### config.mk
export PLATFORM = sky130hd
export DESIGN_NAME = seq_tail_lights_ctrl
export DESIGN_NICKNAME = d
export VERILOG_FILES = /design/src/rtl/seq_tail_lights_ctrl.sv
export SDC_FILE = /design/constraint.sdc
export NUM_CORES = 1
export LEC_CHECK = 0
export BUFFER_PORTS_ARGS = -buffer_cell sky130_fd_sc_hd__buf_2
export CORE_MARGIN = 5
export CORE_UTILIZATION = 53
export CTS_BUF_LIST = sky130_fd_sc_hd__clkbuf_4 sky130_fd_sc_hd__clkbuf_8 sky130_fd_sc_hd__clkbuf_16
export CTS_CLUSTER_SIZE = 8
export DETAILED_ROUTE_END_ITERATION = 12
export PLACE_DENSITY_LB_ADDON = 0.2
export SYNTH_ARGS = -nofsm -noshare
export SYNTH_HDL_FRONTEND = slang
export SYNTH_SLANG_ARGS = --single-unit
### constraint.sdc
create_clock -name clk -period 2.4 [get_ports clk]
set_clock_uncertainty 0.05 [all_clocks]
set_input_delay 0.12 -clock clk [delete_from_list [all_inputs] [get_ports clk]]
set_output_delay 0.12 -clock clk [all_outputs]
set_load 0.05 [all_outputs]
### src/rtl/seq_tail_lights_ctrl.sv
// -----------------------------------------------------------------------------
// seq_tail_lights_ctrl
//
// Sequential tail-light controller with built-in step and flash timing.
// Drives N_LAMPS lamps per side. Turn requests light a growing bar from the
// innermost lamp outwards, then all-off, then repeat. Hazard flashes both sides
// together. Brake lights every side that is not currently sequencing.
//
// Parameters:
//   N_LAMPS     lamps per side (>=1); bit 0 innermost, bit N_LAMPS-1 outermost
//   STEP_CYCLES clk cycles per turn-sequence step (>=1)
//   HAZ_CYCLES  clk cycles per hazard ON or OFF half-period (>=1)
//
// Ports:
//   clk      in   system clock
//   reset    in   asynchronous, active-high reset
//   left     in   left turn request (level)
//   right    in   right turn request (level)
//   haz      in   hazard request (level)
//   brake    in   brake pedal (level)
//   lamps_l  out  left lamps, registered
//   lamps_r  out  right lamps, registered
//   mode     out  current mode: 0 IDLE, 1 LEFT, 2 RIGHT, 3 HAZ; registered
// -----------------------------------------------------------------------------
module seq_tail_lights_ctrl #(
  parameter int N_LAMPS     = 3,
  parameter int STEP_CYCLES = 25_000_000,
  parameter int HAZ_CYCLES  = 25_000_000
) (
  input  logic               clk,
  input  logic               reset,
  input  logic               left,
  input  logic               right,
  input  logic               haz,
  input  logic               brake,
  output logic [N_LAMPS-1:0] lamps_l,
  output logic [N_LAMPS-1:0] lamps_r,
  output logic [1:0]         mode
);

  localparam int MAX_CYCLES = (STEP_CYCLES > HAZ_CYCLES) ? STEP_CYCLES : HAZ_CYCLES;
  localparam int CNT_W      = $clog2(MAX_CYCLES + 1);
  localparam int STEP_W     = $clog2(N_LAMPS + 1);

  // The counter holds "cycles left in this step minus one", so a step of
  // STEP_CYCLES cycles reloads with STEP_CYCLES-1 and advances when it hits 0.
  localparam logic [CNT_W-1:0]  STEP_RELOAD = CNT_W'(STEP_CYCLES - 1);
  localparam logic [CNT_W-1:0]  HAZ_RELOAD  = CNT_W'(HAZ_CYCLES - 1);
  localparam logic [STEP_W-1:0] TURN_LAST   = STEP_W'(N_LAMPS);
  // Hazard reuses the step index as its phase: 0 = ON, 1 = OFF.
  localparam logic [STEP_W-1:0] HAZ_LAST    = STEP_W'(1);

  typedef enum logic [1:0] {
    MODE_IDLE  = 2'd0,
    MODE_LEFT  = 2'd1,
    MODE_RIGHT = 2'd2,
    MODE_HAZ   = 2'd3
  } mode_t;

  mode_t               mode_q, mode_d;
  logic [STEP_W-1:0]   step_q, step_d;
  logic [CNT_W-1:0]    cnt_q, cnt_d;
  logic [N_LAMPS-1:0]  lamps_l_d, lamps_r_d;
  logic [N_LAMPS-1:0]  turn_pat;
  logic [N_LAMPS-1:0]  brake_pat;
  logic [CNT_W-1:0]    reload;
  logic [STEP_W-1:0]   last_step;

  // ---------------------------------------------------------------------------
  // Next-state and next-output decode
  // ---------------------------------------------------------------------------
  always_comb begin
    // NOTE: every signal assigned here gets a default first, so no path
    // leaves one unassigned and no latch is inferred.
    mode_d    = MODE_IDLE;
    step_d    = step_q;
    cnt_d     = cnt_q;
    lamps_l_d = '0;
    lamps_r_d = '0;
    turn_pat  = '0;

    // Request priority: hazard first, then an unambiguous turn.
    if (haz)                mode_d = MODE_HAZ;
    else if (left && !right) mode_d = MODE_LEFT;
    else if (right && !left) mode_d = MODE_RIGHT;
    else                     mode_d = MODE_IDLE;

    reload    = (mode_d == MODE_HAZ) ? HAZ_RELOAD : STEP_RELOAD;
    last_step = (mode_d == MODE_HAZ) ? HAZ_LAST : TURN_LAST;

    // A mode change restarts the sequence and overrides any step advance due
    // on the same edge; IDLE simply parks at step 0 with the counter loaded.
    if (mode_d != mode_q || mode_d == MODE_IDLE) begin
      step_d = '0;
      cnt_d  = reload;
    end else if (cnt_q == '0) begin
      cnt_d  = reload;
      step_d = (step_q == last_step) ? '0 : step_q + STEP_W'(1);
    end else begin
      cnt_d  = cnt_q - CNT_W'(1);
    end

    // Step k < N_LAMPS lights the innermost k+1 lamps; step N_LAMPS is dark.
    for (int i = 0; i < N_LAMPS; i++) begin
      turn_pat[i] = (step_d < TURN_LAST) && (int'(step_d) >= i);
    end

    brake_pat = brake ? '1 : '0;

    unique case (mode_d)
      MODE_LEFT: begin
        lamps_l_d = turn_pat;
        lamps_r_d = brake_pat;
      end
      MODE_RIGHT: begin
        lamps_l_d = brake_pat;
        lamps_r_d = turn_pat;
      end
      MODE_HAZ: begin
        lamps_l_d = (step_d == '0) ? '1 : '0;
        lamps_r_d = (step_d == '0) ? '1 : '0;
      end
      default: begin
        lamps_l_d = brake_pat;
        lamps_r_d = brake_pat;
      end
    endcase
  end

  // ---------------------------------------------------------------------------
  // State and output registers
  // ---------------------------------------------------------------------------
  always_ff @(posedge clk or posedge reset) begin
    // NOTE: sequential state uses non-blocking assignments so every register
    // samples the pre-edge values, independent of statement order.
    if (reset) begin
      mode_q  <= MODE_IDLE;
      step_q  <= '0;
      cnt_q   <= STEP_RELOAD;
      lamps_l <= '0;
      lamps_r <= '0;
    end else begin
      mode_q  <= mode_d;
      step_q  <= step_d;
      cnt_q   <= cnt_d;
      lamps_l <= lamps_l_d;
      lamps_r <= lamps_r_d;
    end
  end

  assign mode = mode_q;

endmodule
Word level (Yosys, flattened, before mapping)
Index checks and enable logic that the tools add are counted.

storage, ports and cells
  bits in read-only memories = 0
  word-level logic and storage cells = 38
  memories kept = 0
  memory bits (writable) = 0
  flip-flop bits (word level) = 35
  bits in latches = 0
  input bits = 6
  output and inout port bits = 8

cells by class
  divide/modulo/power cells = 0
  shift-type cells = 0
  bitwise operators = 0
  mux-type cells = 13
  multiply operators = 0
  $add $sub $neg = 2
  eq/ne operators = 5
  reductions and logical operators = 10
  $lt $le $gt $ge = 3

operators by type and width
  kind                     number
  $mux W25                 2
  $logic_not A25 Y1        1
  $sub A25 B1 Y25 const B  1
  $mux W2                  7
  $pmux W3 S2              2
  $mux W3                  2
  $eq A2 B2 Y1 const B     2
  $logic_and A1 B1 Y1      4
  $logic_not A2 Y1         2
  $add A2 B1 Y2 const B    1
  $eq A2 B1 Y1 const B     1
  $eq A2 B2 Y1             1
  $ge A2 B1 Y1 const B     1
  $ge A2 B2 Y1 const B     1
  $logic_not A1 Y1         2
  $lt A2 B2 Y1 const B     1
  $ne A2 B2 Y1             1
  $logic_or A1 B1 Y1       1

Longest topological paths before layout
  depth after elaboration = 14
  mapped depth = 10
  gate-level depth less buffers = 10

Least setup slack after synthesis
OpenSTA, ideal clock, no wires.

  path kind = reg2reg
  from = register cnt_q[0]
  to = register lamps_r[0]
  path buffers = 0
  period minus slack after synthesis = 2.573 ns
  arrival time = 2.399 ns
  setup time = 0.125 ns
  setup slack = -0.173 ns
  data required time = 2.225 ns
  cell stages (with the launch flop) = 11
  cell sequence = dfstp_2 > inv_1 > ha_1 > nor4b_4 > nand3b_4 > or4b_4 > a21o_1 > ha_1 > nor2_1 > a21oi_1 > mux2_2

on the way
  longest elaborated chain between the ends = 6
  elaborated cells between the ends (all ways) = 7
  those cells by class = order compare: 1; mux: 4; reduce/logical: 2

ends and longest elaborated chain
  element                 RTL line  source
  start, declared         62        logic [CNT_W-1:0] cnt_q, cnt_d;
  start signal, assigned  145       cnt_q <= cnt_d;
  $logic_not A25 Y1 (*)   96        end else if (cnt_q == '0) begin
  $mux W2 (*)             96
  $mux W2 (*)             93        if (mode_d != mode_q || mode_d == MODE_IDLE) begin
  $logic_not A2 Y1        121       lamps_r_d = (step_d == '0) ? '1 : '0;
  $mux W3                 121
  $pmux W3 S2 (*)         110       unique case (mode_d)
  net lamps_r_d[0]        63        logic [N_LAMPS-1:0] lamps_l_d, lamps_r_d;
  end signal, assigned    147       lamps_r <= lamps_r_d;
  end, declared           37        output logic [N_LAMPS-1:0] lamps_r,

The timed path passes the listed nets; every way through them passes the cells marked *.

Final worst setup path
  from = register cnt_q[21]
  to = register lamps_r[0]

Same word-level chain as after synthesis.

==> run metrics <==
Fin. Hold Viols=0; vias per std cell=approximately 5.8; count leader, synth=dfrtp_1; Die Wd=69.0 µm; Routed WL=~4.5 mm; number of port buffers=13; Initial Util=54.9%; Max Clk Rate=around 400 MHz; TNS Setup=-0.250 ns; H-tree levels=2; status=finished, violations left; die area=approximately 4800 µm²; CP Capture Type=flip-flop; core footprint=around 3400 µm²; GPL Wtd Cong=approximately 0.9; worst slew pin tran=0.727 ns; routed via count=roughly 1600; largest area contributor in the netlist=dfrtp_1; first-pass GRT wire length=~7.8 mm; hold path cells=2; post-route ant nets=0; Num CTS Buffers=5; Max IR drop VDD=~400 µV; part of the power in combinational logic=about an eighth; Slew HR=between 50% and 60%; Arr. time, crit path=about 2.7 ns; largest net degree at the start of global routing=36; crit start category=flip-flop; Root Driver=clkbuf_4; WL/cell=approximately 16 µm; Mapped Area=roughly 1800 µm²; Residual DRC=0; Syn. warnings=0; Place WS=-0.143 ns; share of power burned in the clock network=between 30 and 40%; Die Y=roughly 70 µm; CP max FO=5; Max-Cap Viols=0; Synth Register Bits=35; Distinct cells, synth=42; Min-Delay Path Class=in2reg; Required @ worst endpoint=2.58 ns; clock-pin slew on the worst setup and hold paths=roughly 0.1 ns; Worst-Skew Late Latency=around 0.34 ns; Synth top cells by count=dfrtp_1 (18), dfstp_2 (17), nand2_1 (16); Antenna Cells=0; CP max-delay cell=or4b_4; Synth Net Count=around 190; Post-synth EDFFs=0; drt pass-1 iters=4; Cell Chain, Critical Path=nor4_1 > buf_4 > nand3b_1 > or4b_4 > a21o_1 > ha_2 > nor2_4 > a21oi_2 > mux2_4; Pint=~840 µW; crit path kind=reg2reg; fin crit share=103%; antenna violations before repair=0; IO Pins=14; Post-DP HPWL=3.22 mm; clock sinks=35; CTS tree=built; post-route setup slack=-0.0801 ns; R2R cell count=9; Setup Viol. Count Final=5; Final #Nets=236; Net Sw Frac=between 20% and 30%; Overflow after GRT=0; clock buffer depth=2; vias in the first global route=approximately 1600; Final min period=about 2.5 ns; Largest stage delay, worst path=around 0.56 ns; Max Slew Vio Count=0; Synth Instances=177; Fill cells=around 270; Initial DRC Count=between 90 and 100; post-route cell area=between 2000 and 2500 µm²; Syn Area/Cell=about 10 µm²; RSZ-0062 raised after global routing=true; PwrDens=about 480 nW/µm²; Leak=approximately 0.96 nW; Psw=296 µW; sequential fraction of the synthesis area=between 40% and 50%; sequential power share=between 50% and 60%; layout cells sized above 1=between 40% and 50%; Synth top area share=24.4%; Core Rows=21; Area growth syn-to-layout=27.0%; synth top area cells=dfrtp_1 (24%), dfstp_2 (24%), nand2_1 (3.3%), o31ai_1 (3.3%), or4_1 (2.8%); Most used DFF post-synth=dfrtp_1; Placement Cell Area=2200 µm²; GRT Overall Usage=20.5%; Post-synth ARST share=100%; violated checks=negative setup slack
==> per-layer routing <==
| layer | share of wire, % | GRT usage [%] | vias to the layer above |
|---|---|---|---|
| li1 | - | - | 751 |
| met1 | 44 | 26.8 | 769 |
| met2 | 49 | 32.3 | 41 |
| met3 | 4.7 | 5.96 | 14 |
| met4 | 2.3 | 7.59 | 0 |
| met5 | 0 | 0 | - |
==> metrics by stage <==
step / hold slack (ns) / total power [mW] / cells / utilization (%)
finish: 0.0176 / 1.13 / 273 / 69.7
global route: 0.0105 / 1.19 / 273 / 69.7
floorplan: 0.186 / 0.716 / 177 / -
CTS: 0.0157 / 1.14 / 273 / 69.1
detailed placement: 0.192 / 0.761 / 262 / 65.4
global placement: 0.180 / 0.757 / 262 / 65.4
==> area by class of cell <==
type	count	area (µm²)	share of cell area [%]
multi-input combinational	130	973	41.5
sequential	35	897	38.3
timing repair buffer	45	310	13.2
clock buffer	8	72.6	3.09
tap	46	57.6	2.45
inverter	9	33.8	1.44
==> kinds of logic (layout without fill, tap and decap cells) <==
kind of cell	after synthesis	in the layout	synth area share (%)
fa+ha+maj	4	4	2.71
xor+xnor	11	11	5.22
buf+inv	12	62	2.51
simple gates	79	79	27.4
mux	3	3	1.83
compound gates	33	33	11.7
flops	35	35	48.6
==> placed cells by master (no fill, tap or decap), drive strengths merged, types with 3 or more instances in the layout <==
master,count
a21oi,9
buf,43
clkbuf,8
dfrtp,18
dfstp,17
ha,4
inv,9
mux2,3
nand2,16
nand3,8
nand4,4
nand4b,3
nor2,13
nor3,3
nor4,7
o21ai,7
o31ai,8
or3,5
or4,8
xnor2,6
xor2,5
==> repair_timing <==
action,CTS,global route
setup endpoints to repair,6,6
hold buffers,2,0
pin swaps,2,2
hold endpoints to repair,19,0
buffers inserted,1,0
gates resized for setup,6,4
==> state kept, by name (all words and copies together), names as in the netlist <==
| name | cells |
|---|---|
| cnt_q | 25 |
| lamps_l | 3 |
| step_q | 2 |
| mode | 2 |
| lamps_r | 3 |
==> worst max-delay path: cells and delay by family (launching register included) <==
| family | cells | cell delay [ns] |
|---|---|---|
| compound gates | 2 | 0.24 |
| fa+ha+maj | 1 | 0.21 |
| buf+inv | 1 | 0.17 |
| flops | 1 | 0.40 |
| mux | 1 | 0.26 |
| simple gates | 4 | 1.06 |
==> power groups by stage <==
stage | logic (mW) | clock network (mW) | registers (mW)
after global placement | 0.133 | 0 | 0.625
after floorplan | 0.0539 | 0 | 0.662
after CTS | 0.140 | 0.385 | 0.615
final | 0.140 | 0.377 | 0.615
after global routing | 0.151 | 0.420 | 0.618
after detailed placement | 0.136 | 0 | 0.626
==> final timing paths <==
path / end / startpoint / slack, ns
worst max-delay path: lamps_r[0] / cnt_q[21] / -0.08
worst min-delay path: lamps_r[0] / brake / 0.02
worst max register to register: lamps_r[0] / cnt_q[21] / -0.08
worst min register to register: cnt_q[19] / cnt_q[19] / 0.47
max in group asynchronous: cnt_q[20] / reset / 1.57
min in group asynchronous: mode[1] / reset / 0.37
Power figures use the tool's default switching activity.
